--- src/rtl/control_multiplicador.sv ---
// Shift-and-add unsigned multiplier controller feeding an external combinational adder.
// One add/shift pair per operand bit; the adder carry is kept in C for one shift.
module control_multiplicador #(
    parameter int ANCHO = 8
) (
    input  logic                 clk,
    input  logic                 rst,
    input  logic                 inicio,
    input  logic [ANCHO-1:0]     multiplicando,
    input  logic [ANCHO-1:0]     multiplicador,
    output logic [ANCHO-1:0]     suma_a,
    output logic [ANCHO-1:0]     suma_b,
    output logic [3:0]           control,
    input  logic [ANCHO-1:0]     suma,
    input  logic                 acarreo,
    output logic [2*ANCHO-1:0]   producto,
    output logic                 listo,
    output logic                 ocupado
);

    localparam int CW = $clog2(ANCHO + 1);
    localparam logic [3:0] CTL_SUMA   = 4'b1000;
    localparam logic [3:0] CTL_LIMPIA = 4'b0010;

    typedef enum logic [1:0] {IDLE, SUMA, DESPLAZA, FIN} estado_t;

    estado_t            estado, estado_sig;
    logic [ANCHO-1:0]   a_r, q_r, m_r;
    logic               c_r;
    logic [CW-1:0]      cnt;
    logic [2*ANCHO-1:0] prod_r;
    logic               ultimo;

    assign ultimo = (cnt == CW'(1));

    always_ff @(posedge clk or posedge rst) begin
        if (rst) estado <= IDLE;
        else     estado <= estado_sig;
    end

    // Adder mode depends only on the state register, so it is stable for the whole cycle.
    always_comb begin
        estado_sig = estado;
        control    = CTL_LIMPIA;
        case (estado)
            IDLE:     if (inicio) estado_sig = SUMA;
            SUMA: begin
                control    = CTL_SUMA;
                estado_sig = DESPLAZA;
            end
            DESPLAZA: estado_sig = ultimo ? FIN : SUMA;
            FIN:      estado_sig = IDLE;
            default:  estado_sig = IDLE;
        endcase
    end

    always_ff @(posedge clk or posedge rst) begin
        if (rst) begin
            a_r    <= '0;
            q_r    <= '0;
            m_r    <= '0;
            c_r    <= 1'b0;
            cnt    <= '0;
            prod_r <= '0;
        end else begin
            case (estado)
                IDLE: begin
                    if (inicio) begin
                        m_r <= multiplicando;
                        q_r <= multiplicador;
                        a_r <= '0;
                        c_r <= 1'b0;
                        cnt <= CW'(ANCHO);
                    end
                end
                SUMA: begin
                    if (q_r[0]) begin
                        a_r <= suma;
                        c_r <= acarreo;
                    end
                end
                DESPLAZA: begin
                    a_r <= {c_r, a_r[ANCHO-1:1]};
                    q_r <= {a_r[0], q_r[ANCHO-1:1]};
                    c_r <= 1'b0;
                    cnt <= cnt - CW'(1);
                    // Capture the shifted result now so it is valid alongside listo.
                    if (ultimo) prod_r <= {c_r, a_r, q_r[ANCHO-1:1]};
                end
                default: ;
            endcase
        end
    end

    assign suma_a   = a_r;
    assign suma_b   = m_r;
    assign producto = prod_r;
    assign listo    = (estado == FIN);
    assign ocupado  = (estado == SUMA) || (estado == DESPLAZA);

endmodule

--- config.mk ---
export PLATFORM = sky130hd
export DESIGN_NAME = control_multiplicador
export DESIGN_NICKNAME = d
export VERILOG_FILES = /design/src/rtl/control_multiplicador.sv
export SDC_FILE = /design/constraint.sdc
export NUM_CORES = 1
export LEC_CHECK = 0
export CAP_MARGIN = 30
export CORE_MARGIN = 1
export CORE_UTILIZATION = 50
export DETAILED_ROUTE_END_ITERATION = 6
export PLACE_DENSITY = 0.85
export SYNTH_ARGS = -nofsm -noshare
export SYNTH_HDL_FRONTEND = slang
export SYNTH_SLANG_ARGS = --single-unit
--- constraint.sdc ---
create_clock -name clk -period 4 [get_ports clk]
set_clock_uncertainty 0.05 [all_clocks]
set_input_delay 1.2 -clock clk [delete_from_list [all_inputs] [get_ports clk]]
set_output_delay 1.2 -clock clk [all_outputs]
set_load 0.03 [all_outputs]
Yosys cells after proc, flatten, opt, wreduce, memory -nomap -nowiden
Index checks and enable logic that the tools add are counted.
- add/subtract/negate cells: 1
- multiply operators: 0
- div/mod/pow operators: 0
- order comparisons: 0
- eq/ne operators: 6
- shift-type cells: 0
- mux-type cells: 14
- bitwise operators: 0
- reductions and logical operators: 8
- operator list (kind ; number):
    $mux 8 ; 3
    $pmux 8 s3 ; 1
    $pmux 8 s2 ; 1
    $mux 4 ; 2
    $pmux 2 s4 ; 1
    $pmux 4 s2 ; 1
    $reduce_and 2->1 ; 3
    $eq 2x2->1 const B ; 2
    $eq 4x1->1 const B ; 1
    $mux 2 ; 2
    $ne 2x2->1 const B ; 2
    $sub 4x1->4 const B ; 1
    $pmux 1 s3 ; 1
    $reduce_and 3->1 ; 1
    $reduce_bool 3->1 ; 1
    $eq 2x1->1 const B ; 1
    $logic_not 2->1 ; 1
    $mux 1 ; 2
    $reduce_bool 2->1 ; 1
    $logic_or 1x1->1 ; 1
- register bits after elaboration: 47
- latch bits: 0
- bits in writable memories: 0
- ROM bits: 0
- output and inout port bits: 38
- logic and storage cells: 36
- memories: 0

Longest topological paths before layout
Gate-level depths: netlist of run 1.
- word-level depth: 3
- mapped depth: 7

Worst setup path before layout of run 1
OpenSTA, ideal clock, no wires.
- path kind: flip-flop to output port
- from: register estado[1]
- to: output control[1]
- arrival: 1.113 ns
- required time: 2.750 ns
- slack: 1.637 ns
- stages on the path, launching flop included: 5
- path buffers: 1
- cell sequence: dfrtp_1 inv_1 ha_1 clkbuf_1 inv_1
- cells in the longest elaborated chain, start to end: 2
- ends and longest elaborated chain (item ; RTL line ; text):
    start: declaration ; 27 ; estado_t estado, estado_sig;
    start signal: assignment ; 38 ; else estado <= estado_sig;
    $eq 2x1->1 ; 45 ; case (estado)
    $mux 4 ; 45 ;
    end: declaration ; 13 ; output logic [3:0] control,
No other way between the ends.

Final worst setup path of run 1
- from: register estado[0]
- to: output ocupado
- cells in the longest elaborated chain, start to end: 2
- elaborated cells on any way between the ends: 3
- those cells by class: 2 x eq/ne; 1 x reduce/logical
- ends and longest elaborated chain (item ; RTL line ; text):
    $eq 2x1->1 / $eq 2x2->1 (equally long branches) ; 99 ; assign ocupado = (estado == SUMA) || (estado == DESPLAZA);
    $logic_or 1x1->1 * ; 99 ;
    end: declaration ; 18 ; output logic ocupado
Every way passes the cells marked *; elsewhere a longest branch is shown, timed or not.

==> results of run 1 <==
-- sequential cells by signal (all words and copies together) (netlist names) --
signal,count
producto,16
cnt,4
q_r,8
suma_b,8
suma_a,8
c_r,1
estado,2
-- critical path: stages (launching register included) --
cell and delay, ps:
dfrtp_1 410, inv_1 120, ha_1 410, clkdlybuf4s50_1 710
-- layout make-up --
class                           count  share of cell area
Inverter                            8              0.0103
Sequential cell                    47               0.402
Timing Repair Buffer               64               0.222
Multi-Input combinational cell    104               0.310
Clock buffer                        8              0.0342
Tap cell                           50              0.0214
-- power by group --
part | internal (uW) | switching (uW)
Combinational | 546 | 610
Sequential | 652 | 134
Clock | 158 | 155
Total | 1360 | 899
-- worst max-delay path by stage --
stage	from	to	slack, ps	cells after the start
final	estado[0]	ocupado	800	3
after global routing	estado[0]	ocupado	680	3
after CTS	estado[1]	control[1]	790	4
after detailed placement	inicio	q_r[5]	1070	4
after global placement	inicio	suma_a[1]	1120	4
after floorplan	rst	c_r	1630	1
-- stage by stage --
stage	worst slack, ps	hold slack, ps	std cells	power (uW)
5_1_grt	683	476	281	2400
3_3_place_gp	1120	438	272	1930
3_5_place_dp	1070	446	273	1950
6_report	799	460	281	2250
2_1_floorplan	1630	416	167	1550
4_1_cts	792	464	281	2270
-- metal layers --
metal	vias up	wire [microns]	global-route usage
li1	709	-	-
met1	749	2050	0.279
met2	50	1990	0.337
met3	7	329	0.0777
met4	0	64	0.0859
met5	-	0	0
-- cell families (layout without fill, tap and decap cells) --
| logic type | count (synthesis) | in the layout | synth area share |
|---|---|---|---|
| flip-flops | 47 | 47 | 0.544 |
| AND/OR/NAND/NOR | 36 | 36 | 0.105 |
| multiplexers | 34 | 34 | 0.176 |
| AO/OA/AOI/OAI | 24 | 24 | 0.0885 |
| buffers and inverters | 16 | 80 | 0.0393 |
| adder cells (fa/ha/maj) | 8 | 8 | 0.0463 |
| other | 1 | 2 | 0.00173 |
-- cell usage in the layout (no fill, tap or decap), types with 2 or more instances in the layout --
cell type / instances
a22oi_1: 8
clkbuf_8: 7
inv_1: 7
nand4_1: 2
mux2i_1: 2
o221a_2: 7
clkdlybuf4s50_1: 63
nand3_1: 3
conb_1: 2
nand2_1: 7
mux2_2: 32
dfrtp_1: 47
ha_1: 8
nand2b_1: 9
nor2b_1: 11
o21ai_0: 6
==> impl_metrics.py, run 1 <==
metrics = {
    "status": {
        "outcome": "complete, no violations",
    },
    "synthesis": {
        "synth.most_common_cell": "dfrtp_1",
        "netlist_area_sq_mm": 0.00216,
        "syn_inst": 166,
        "synth-seq-area-share": 0.544,
        "synth_top_area_cell": "dfrtp_1",
        "yosys.cell_types.count": 25,
        "synthArstFlopShare": 1.00,
        "synth_common_cells": "47 x dfrtp_1, 32 x mux2_2, 11 x nor2b_1",
        "synth_top_area_share": 0.544,
        "synth.ff_latch_count": 47,
        "synth_top_flop_cell": "dfrtp_1",
        "synth-edff-count": 0,
        "postSynthAreaPerCell_sq_um": 13.0,
        "synth.top_cells.by_area": "dfrtp_1 54%, mux2_2 17%, ha_1 4.6%",
        "synth_warnings": 0,
    },
    "global_route": {
        "gr-total-overflow": 0,
        "grt_first_pass_wirelength_microns": 7250,
        "grt_usage": 0.218,
        "grt_max_degree": 33,
        "grt_pass1_vias": 1530,
        "antenna_found_initial": 0,
    },
    "die": {
        "die_x_microns": 67.8,
        "rows": 23,
        "io_pins": 66,
        "die-height_microns": 67.8,
        "core_area_sq_mm": 0.00409,
        "dieArea_sq_mm": 0.00459,
        "start_util": 0.529,
    },
    "clock_network": {
        "clk_latency_ps": 300,
        "clk_pin_slew_ps": 80,
        "cts_hold_buf": 0,
        "tritoncts": "built",
        "root_buffer": "clkbuf_8",
        "cts_buffer_depth": 2,
        "cts_buffers": 5,
        "clock_sinks": 47,
        "htree_levels": 2,
        "cts.repair.resized": 0,
        "cts_setup_buffers": 0,
    },
    "placement": {
        "io_buffer_count": 63,
        "placed_cell_area_sq_mm": 0.00283,
        "place.gp.congestion": 0.760,
        "hpwl_microns": 3200,
    },
    "critical_path": {
        "worstPathArrival_ps": 1950,
        "worstSetupEndpointType": "output pin",
        "worstReg2RegEnd": "producto[15]",
        "rr_startpoint": "estado[0]",
        "required_ps": 2750,
        "critPathKind": "reg2out",
        "cp_max_fo": 9,
        "cp-start-kind": "flop",
        "r2r_cells": 4,
        "ff2ff_setup_slack_ps": 1510,
    },
    "min_path": {
        "holdPathStages": 1,
        "worst_hold_path_type": "reg2reg",
        "hp-start": "producto[2]",
        "holdPathEnd": "producto[2]",
    },
    "final_layout": {
        "drive_gt1_frac": 0.216,
        "nets": 266,
        "final_core_util": 0.716,
        "area_growth_pct": 35.2,
        "num_antenna_cells": 0,
        "final_area_sq_mm": 0.00293,
        "multi_input_area_sq_um": 906,
        "regArea_sq_mm": 0.00118,
        "fill_cells": 301,
    },
    "routing": {
        "via_per_inst": 5.39,
        "remaining_drc_errors": 0,
        "dr.pass1.iters": 4,
        "num_vias": 1515,
        "wl_per_cell_microns": 15.8,
        "ant_nets": 0,
        "wl_microns": 4440,
        "drtIter0Drc": 59,
    },
    "timing": {
        "fmax_mhz": 312,
        "layout_min_cycle_time_ps": 3200,
        "worstMarginPinSlew_ps": 870,
        "drv_slew": 0,
        "period_share": 0.800,
        "grt_setup_unrepaired": "no",
        "fin_tns_setup_ps": 0,
        "slew_headroom": 0.404,
        "setup_viol": 0,
        "hold_viol_final": 0,
    },
    "power_and_ir_drop": {
        "ir_worst_vdd_uv": 549,
        "leakagePower_uw": 0.00129,
        "power_density_mw_per_mm2": 771,
    },
    "job": {
        "drv_cap": 0,
    },
}
No activity file was read; power rests on OpenSTA's default activity.
==> run 2: changes to the inputs <==
--- a/config.mk
+++ b/config.mk
@@ -7,9 +7,9 @@
 export LEC_CHECK = 0
 export CAP_MARGIN = 30
 export CORE_MARGIN = 1
-export CORE_UTILIZATION = 50
+export CORE_UTILIZATION = 42
 export DETAILED_ROUTE_END_ITERATION = 6
-export PLACE_DENSITY = 0.85
+export PLACE_DENSITY = 0.76
 export SYNTH_ARGS = -nofsm -noshare
 export SYNTH_HDL_FRONTEND = slang
 export SYNTH_SLANG_ARGS = --single-unit
==> constraint.sdc (replaced) <==
create_clock -name clk -period 2.81 [get_ports clk]
set_clock_uncertainty 0.05 [all_clocks]
set_input_delay 0.843 -clock clk [delete_from_list [all_inputs] [get_ports clk]]
set_output_delay 0.843 -clock clk [all_outputs]
set_load 0.03 [all_outputs]
==> run 2 against run 1 <==
Effect of this change:
- cell count increased by 7.5%
- worst hold slack lost 0.73 ps
- sequential share of layout area fell by 0.26 points
- core utilization is 11 points lower
- cell area is 0.64% higher
- clock power increased by 25%
- wire length is 1.2% higher
- critical path depth is 1 higher
- combinational power up 44%
- largest cell class unchanged
- largest power group unchanged
==> impl_metrics.py, run 2 (synthesized netlist as in run 1, its figures left out) <==
metrics = {
    "status": {
        "outcome": "complete, no violations",
    },
    "clock_network": {
        "tritoncts": "built",
        "cts_hold_buf": 0,
        "clk_latency_ps": 290,
        "cts_setup_buffers": 0,
        "cts_buffers": 5,
        "root_buffer": "clkbuf_8",
        "htree_levels": 2,
        "clk_pin_slew_ps": 80,
        "clock_sinks": 47,
        "cts_buffer_depth": 2,
    },
    "min_path": {
        "hp-start": "suma_b[2]",
        "holdPathEnd": "suma_b[2]",
        "worst_hold_path_type": "reg2reg",
        "holdPathStages": 1,
    },
    "placement": {
        "hpwl_microns": 3230,
        "place.gp.congestion": 0.759,
        "io_buffer_count": 63,
        "dpl.cell_count": 294,
    },
    "die": {
        "io_pins": 66,
        "die_x_microns": 73.8,
        "die-height_microns": 73.8,
        "core_area_sq_mm": 0.00485,
        "start_util": 0.446,
        "rows": 25,
        "dieArea_sq_mm": 0.00544,
    },
    "timing": {
        "worstMarginPinSlew_ps": 577,
        "hold_viol_final": 0,
        "fin_tns_setup_ps": 0,
        "drv_slew": 0,
        "period_share": 0.944,
        "slew_headroom": 0.615,
        "layout_min_cycle_time_ps": 2650,
        "grt_setup_unrepaired": "no",
        "fmax_mhz": 377,
        "setup_viol": 0,
    },
    "power_and_ir_drop": {
        "power_density_mw_per_mm2": 1080,
        "ir_worst_vdd_uv": 750,
        "leakagePower_uw": 0.00129,
    },
    "routing": {
        "wl_per_cell_microns": 14.9,
        "remaining_drc_errors": 0,
        "dr.pass1.iters": 4,
        "via_per_inst": 5.09,
        "wl_microns": 4490,
        "ant_nets": 0,
        "num_vias": 1536,
        "drtIter0Drc": 77,
    },
    "critical_path": {
        "worstSetupEndpointType": "output pin",
        "required_ps": 1920,
        "r2r_cells": 5,
        "crit_start": "estado[1]",
        "worstReg2RegEnd": "producto[12]",
        "rr_startpoint": "estado[0]",
        "critPathKind": "reg2out",
        "cp-start-kind": "flop",
        "worstPathArrival_ps": 1760,
        "ff2ff_setup_slack_ps": 490,
        "cp_max_fo": 5,
    },
    "final_layout": {
        "largest_reg_flops": 16,
        "drive_gt1_frac": 0.226,
        "layout_common_cells": "62 x clkdlybuf4s50_1, 47 x dfrtp_1, 32 x mux2_2",
        "final_cells": 302,
        "area_growth_pct": 36.1,
        "final_core_util": 0.607,
        "final_common_cell": "clkdlybuf4s50_1",
        "nets": 270,
        "num_antenna_cells": 0,
    },
    "global_route": {
        "grt_max_degree": 48,
        "grt_usage": 0.179,
        "gr-total-overflow": 0,
        "grt_first_pass_wirelength_microns": 7440,
        "antenna_found_initial": 0,
        "grt_pass1_vias": 1600,
    },
    "job": {
        "drv_cap": 0,
    },
}
[run 2: cell count changes in the layout (fill, tap and decap cells not counted)]
cell,before,now
clkbuf_1,1,2
clkinv_2,0,1
clkdlybuf4s50_1,63,62
buf_12,1,0
buf_4,0,5
clkbuf_8,7,5
dlygate4sd2_1,0,1
[run 2: worst max-delay path by stage]
stage / endpoint / slack (ps)
after floorplan: c_r / 800
after global placement: ocupado / 290
after detailed placement: ocupado / 260
after CTS: control[1] / 140
after global routing: control[1] / 50
final: control[1] / 160
[run 2: power breakdown]
| part | leakage, uW | internal [uW] | switching [uW] |
|---|---|---|---|
| clock | 0.0000422 | 175 | 214 |
| combinational | 0.000651 | 785 | 881 |
| sequential | 0.000601 | 928 | 197 |
[run 2: area by class of cell]
| type | count | area (sq um) |
|---|---|---|
| fillers | 390 | 1900 |
| flip-flops and latches | 47 | 1180 |
| multi-input cells | 104 | 906 |
| repair buffers | 68 | 667 |
| well taps | 67 | 83.8 |
| clock buffers | 7 | 76.3 |
| inverters | 8 | 30.0 |
| clock inverters | 1 | 5.00 |
[run 2: timing repair]
action                                 in CTS  in global routing
setup endpoints to repair                   1                  0
endpoints found under the hold margin       0                  0
resized for setup                           1                  0
[run 2: metrics by stage]
stage / hold slack, ps / instance area, sq um / worst slack [ps] / power (uW)
floorplan: 416 / 2170 / 801 / 2210
global placement: 436 / 2860 / 285 / 2780
detailed placement: 443 / 2860 / 260 / 2820
CTS: 462 / 2940 / 139 / 3210
global route: 478 / 2940 / 51.9 / 3380
finish: 459 / 2940 / 158 / 3180
[run 2: routing by layer]
layer / part of all wire / global-route usage
met1: 0.45 / 0.229
met2: 0.48 / 0.298
met3: 0.060 / 0.0617
met4: 0.0065 / 0.0321
met5: 0 / 0
[run 2: worst max-delay path, stage by stage, from the launching register on]
cell             delay [ps]
dfrtp_1                 410
inv_1                   110
ha_1                    210
inv_1                    60
clkdlybuf4s50_1         670
==> run 3: changes to the inputs <==
--- a/config.mk
+++ b/config.mk
@@ -10,6 +10,7 @@
 export CORE_UTILIZATION = 42
 export DETAILED_ROUTE_END_ITERATION = 6
 export PLACE_DENSITY = 0.76
+export SLEW_MARGIN = 0
 export SYNTH_ARGS = -nofsm -noshare
 export SYNTH_HDL_FRONTEND = slang
 export SYNTH_SLANG_ARGS = --single-unit
==> results of run 3 <==
Final layout, timing and power as in run 2 (identical DEF).
==> patch 1 (flow settings as in run 2) <==
Re-encode `estado_t` (4 values) as one-hot, 4 bits wide.
--- a/src/rtl/control_multiplicador.sv
+++ b/src/rtl/control_multiplicador.sv
@@ -24,3 +24,3 @@
 
-    typedef enum logic [1:0] {IDLE, SUMA, DESPLAZA, FIN} estado_t;
+    typedef enum logic [3:0] {IDLE = 4'b0001, SUMA = 4'b0010, DESPLAZA = 4'b0100, FIN = 4'b1000} estado_t;
 
Check against the original RTL: no difference found for any inputs over 10 cycles, from zero or initial values and one cycle with rst high; not proved beyond that.
==> patch 1 against run 2 <==
Area after synthesis is 0.12% higher; critical path depth is 2 higher; synthesized cell count increased by 5.4%; sequential cell count increased by 2; via count decreased by 0.59%; worst setup slack improved by 1.8 ps; maximum frequency is essentially flat; first-iteration DRC count decreased by 27%; cell area increased by 1.7%; wire length is 4.1% lower; power decreased by 13%; critical path type unchanged; largest cell class unchanged; highest routed layer unchanged.
==> patch 1: results (changes against run 2) <==
* Crit path max fanout at 7 (+2)
* #MultiIn Comb at 111 (+6.7%)
* First-pass GRT wire length at 7031 microns (-5.5%)
* Synth Warn # at 0 (unchanged)
* WL final at 4310 microns (-4.1%)
* WL met2 at 2013 microns (-7.2%)
* Wirelength per Cell at 13.77 microns (-7.4%)
* Signal buffers at 73 (+7.4%)
* Clk_buf instances at 6 (-1)
* Met1 Use GR at 0.2274 (-0.001721)
* Max FFs per register at 16 (unchanged)
* Nets at 276 (+2.2%)
* Largest net degree at the start of global routing at 28 (-42%)
* Vias in the first global route at 1445 (-9.7%)
* Storage cell area at 1227 sq um (+4.4%)
* Status: complete, no violations
* DRT iter0 DRCs at 56 (-27%)
* Origin of the critical flop-to-flop path: estado[3]
* Clock buffers and inverters, area share at 0.03008 (+0.002451)
* Multi-input gate area at 854.6 sq um (-5.7%)
* HPWL after DPL at 3050 microns (-5.7%)
* Gr usage total at 0.1778 (-0.001583)
* GRT met2 Usage at 0.2854 (-0.01223)
* Synth Area in Adders at 0.01155 (-0.03472)
* Critical Path Max Stage Delay at 390 ps (-280 ps)
* NonClk Buf Share at 0.2393 (+0.01283)
* Area contributors post-synth: dfrtp_1 (55%), mux2_2 (8.3%), mux2_4 (4.9%)
* Layout cell share with drive strength beyond 1 at 0.1870 (-0.03854)
* Post-synthesis xor/xnor area fraction at 0 (unchanged)
* Dpl cells at 306 (+4.1%)
* Lkg Pwr at 1.324 nW (+2.3%)
* Met3 WL at 268 microns (-1.1%)
* CP max-delay cell: dlygate4sd2_1
* Worst hold path startpoint: producto[15]
* Mux share of post-synthesis cell area at 0.1687 (-0.007136)
* Worst VDD drop at 663.6 uV (-11%)
* Sw frac at 0.3816 (-0.02472)
* Non-clock inverters at 6 (-2)
* Sequential area share after synthesis at 0.5667 (+0.02306)
* Worst slack, placed at 208.6 ps (-51.48 ps)
* Synthesized flop and latch total at 49 (+4.3%)
* Bufs on Longest Clock Path at 2 (unchanged)
* Via count at 1527 (-0.59%)
* Synth cell types at 34 (+36%)
* CP Launch Point: estado[1]
* Cell count after synthesis at 175 (+5.4%)
* Port-buffer cells at 63 (unchanged)
* Slew @ Worst Pin at 678.8 ps (+101.4 ps)
* Grt met3 use at 0.05350 (-0.008230)
* FILL cells at 418 (+7.2%)
* Total CTS buffers at 5 (unchanged)
* Synth Area in Compound Gates at 0.1051 (+0.01665)
* Hold_buf cts at 0 (unchanged)
* Post-cts sizing count at 3 (+2)
* WL met1 at 1974 microns (-2.3%)
* Top cells by count, synth: dfrtp_1 (48), mux2_2 (16), nand2_1 (14)
* Gp weighted congestion at 0.8276 (+9.0%)
* Initial antenna violation count at 0 (unchanged)
patch 1: worst paths after layout:
kind	cells after the start	to	slack, ps
max	6	ocupado	160
min	2	producto[15]	450
max reg2reg	4	producto[1]	780
min reg2reg	2	producto[15]	450
max in group asynchronous	3	q_r[0]	1210
min in group asynchronous	2	producto[14]	870
patch 1: power by group through the flow:
stage | clock network, W | registers (W) | logic (W)
finish | 0.000412 | 0.00114 | 0.00121
global route | 0.000460 | 0.00117 | 0.00131
CTS | 0.000427 | 0.00114 | 0.00122
detailed placement | 0 | 0.00115 | 0.00123
global placement | 0 | 0.00114 | 0.00121
floorplan | 0 | 0.00138 | 0.000524
patch 1: stage by stage:
step                      power (W)  instance area, sq um
after floorplan            0.001903                  2170
after global placement     0.002349                  2907
after detailed placement   0.002378                  2907
after CTS                  0.002792                  2993
after global routing       0.002939                  2995
final                      0.002759                  2995
patch 1: critical path: cells and delay by family (launching register included):
family / cells / cell delay, ps
flops: 1 / 350
buf+inv: 3 / 610
simple gates: 3 / 500
==> patch 2 (config.mk and constraints of run 2) <==
Without the edit above. Set the parameter `ANCHO` to 16 (it was 8).
--- a/src/rtl/control_multiplicador.sv
+++ b/src/rtl/control_multiplicador.sv
@@ -3,3 +3,3 @@
 module control_multiplicador #(
-    parameter int ANCHO = 8
+    parameter int ANCHO = 16
 ) (
Ports: changed (6 resized); port bits go from 66 to 122. The function was not compared with the original's and may differ.
==> patch 2 against run 2 <==
The flow now finishes with violations (DRC); cell area up 85%; power up 96%; wire length up 87%; area after synthesis up 81%; core utilization up 0.75 points; sequential cell count up 41; clock power up 110%; worst setup slack better by 97 ps; global-route usage up 0.18 points; sequential power up 91%; highest routed layer unchanged.
==> patch 2: results (changes against run 2) <==
* Grt met3 use at 0.05035 (-0.01137)
* Endpoint, Worst Hold: q_r[0]
* WL met1 at 3588 microns (+78%)
* Sequential cell area share at 0.4049 (+0.005385)
* WL final at 8383 microns (+87%)
* Sw frac at 0.4112 (+0.004882)
* Largest net degree at the start of global routing at 34 (-29%)
* H-Tree Depth at 3 (+1)
* Area contributors post-synth: dfrtp_1 (56%), mux2_2 (16%), mux2i_1 (4.9%)
* Nets at 480 (+78%)
* DRC viols at 10 (+10)
* Max FFs per register at 32 (+16)
* Port-buffer cells at 119 (+89%)
* Multi-input gate area at 1572 sq um (+73%)
* Status: finished with violations
* Layout cell share with drive strength beyond 1 at 0.2212 (-0.004355)
* #MultiIn Comb at 183 (+76%)
* FILL cells at 741 (+90%)
* Setup slack, reg-to-reg at 740 ps (+250 ps)
* Total CTS buffers at 9 (+4)
* Signal buffers at 130 (+91%)
* Clk_buf instances at 10 (+3)
* Gr usage total at 0.1812 (+0.001818)
* Critical Path Max Stage Delay at 690 ps (+20 ps)
* DR pass1 iterations at 7 (+3)
* Lkg Pwr at 2.448 nW (+89%)
* Sequential area share after synthesis at 0.5637 (+0.02007)
* HPWL after DPL at 6027 microns (+86%)
* Failing checks: DRC
* WP data arrival at 1660 ps (-100 ps)
* Sequential Power Share at 0.343 (-0.011)
patch 2: cell types whose count changed after synthesis, sizes merged, moves of 4 or more:
cell           run 2  this run
dfrtp             47        88
mux2              32        64
mux2i              2        19
nand2              7        23
o21ai              6        20
buf                6        16
a22oi              8        16
o221a              7         0
nand2b             9         3
nor2b             12        16
patch 2: through the flow:
step	hold WS (ps)	worst slack [ps]	cells	utilization
after floorplan	391.3	652.5	298	-
after global placement	411.2	315.1	517	0.5938
after detailed placement	421.8	270.2	517	0.5938
after CTS	446.4	49.57	533	0.6141
after global routing	471.2	176.9	533	0.6147
final	448.6	254.4	533	0.6147
patch 2: kinds of logic after synthesis:
family | after synthesis | synth area share
AO/OA/AOI/OAI | 40 | 0.06342
adder cells (fa/ha/maj) | 8 | 0.02563
buffers and inverters | 27 | 0.03651
flip-flops | 88 | 0.5637
multiplexers | 83 | 0.2418
other | 1 | 0.0009600
AND/OR/NAND/NOR | 50 | 0.06791
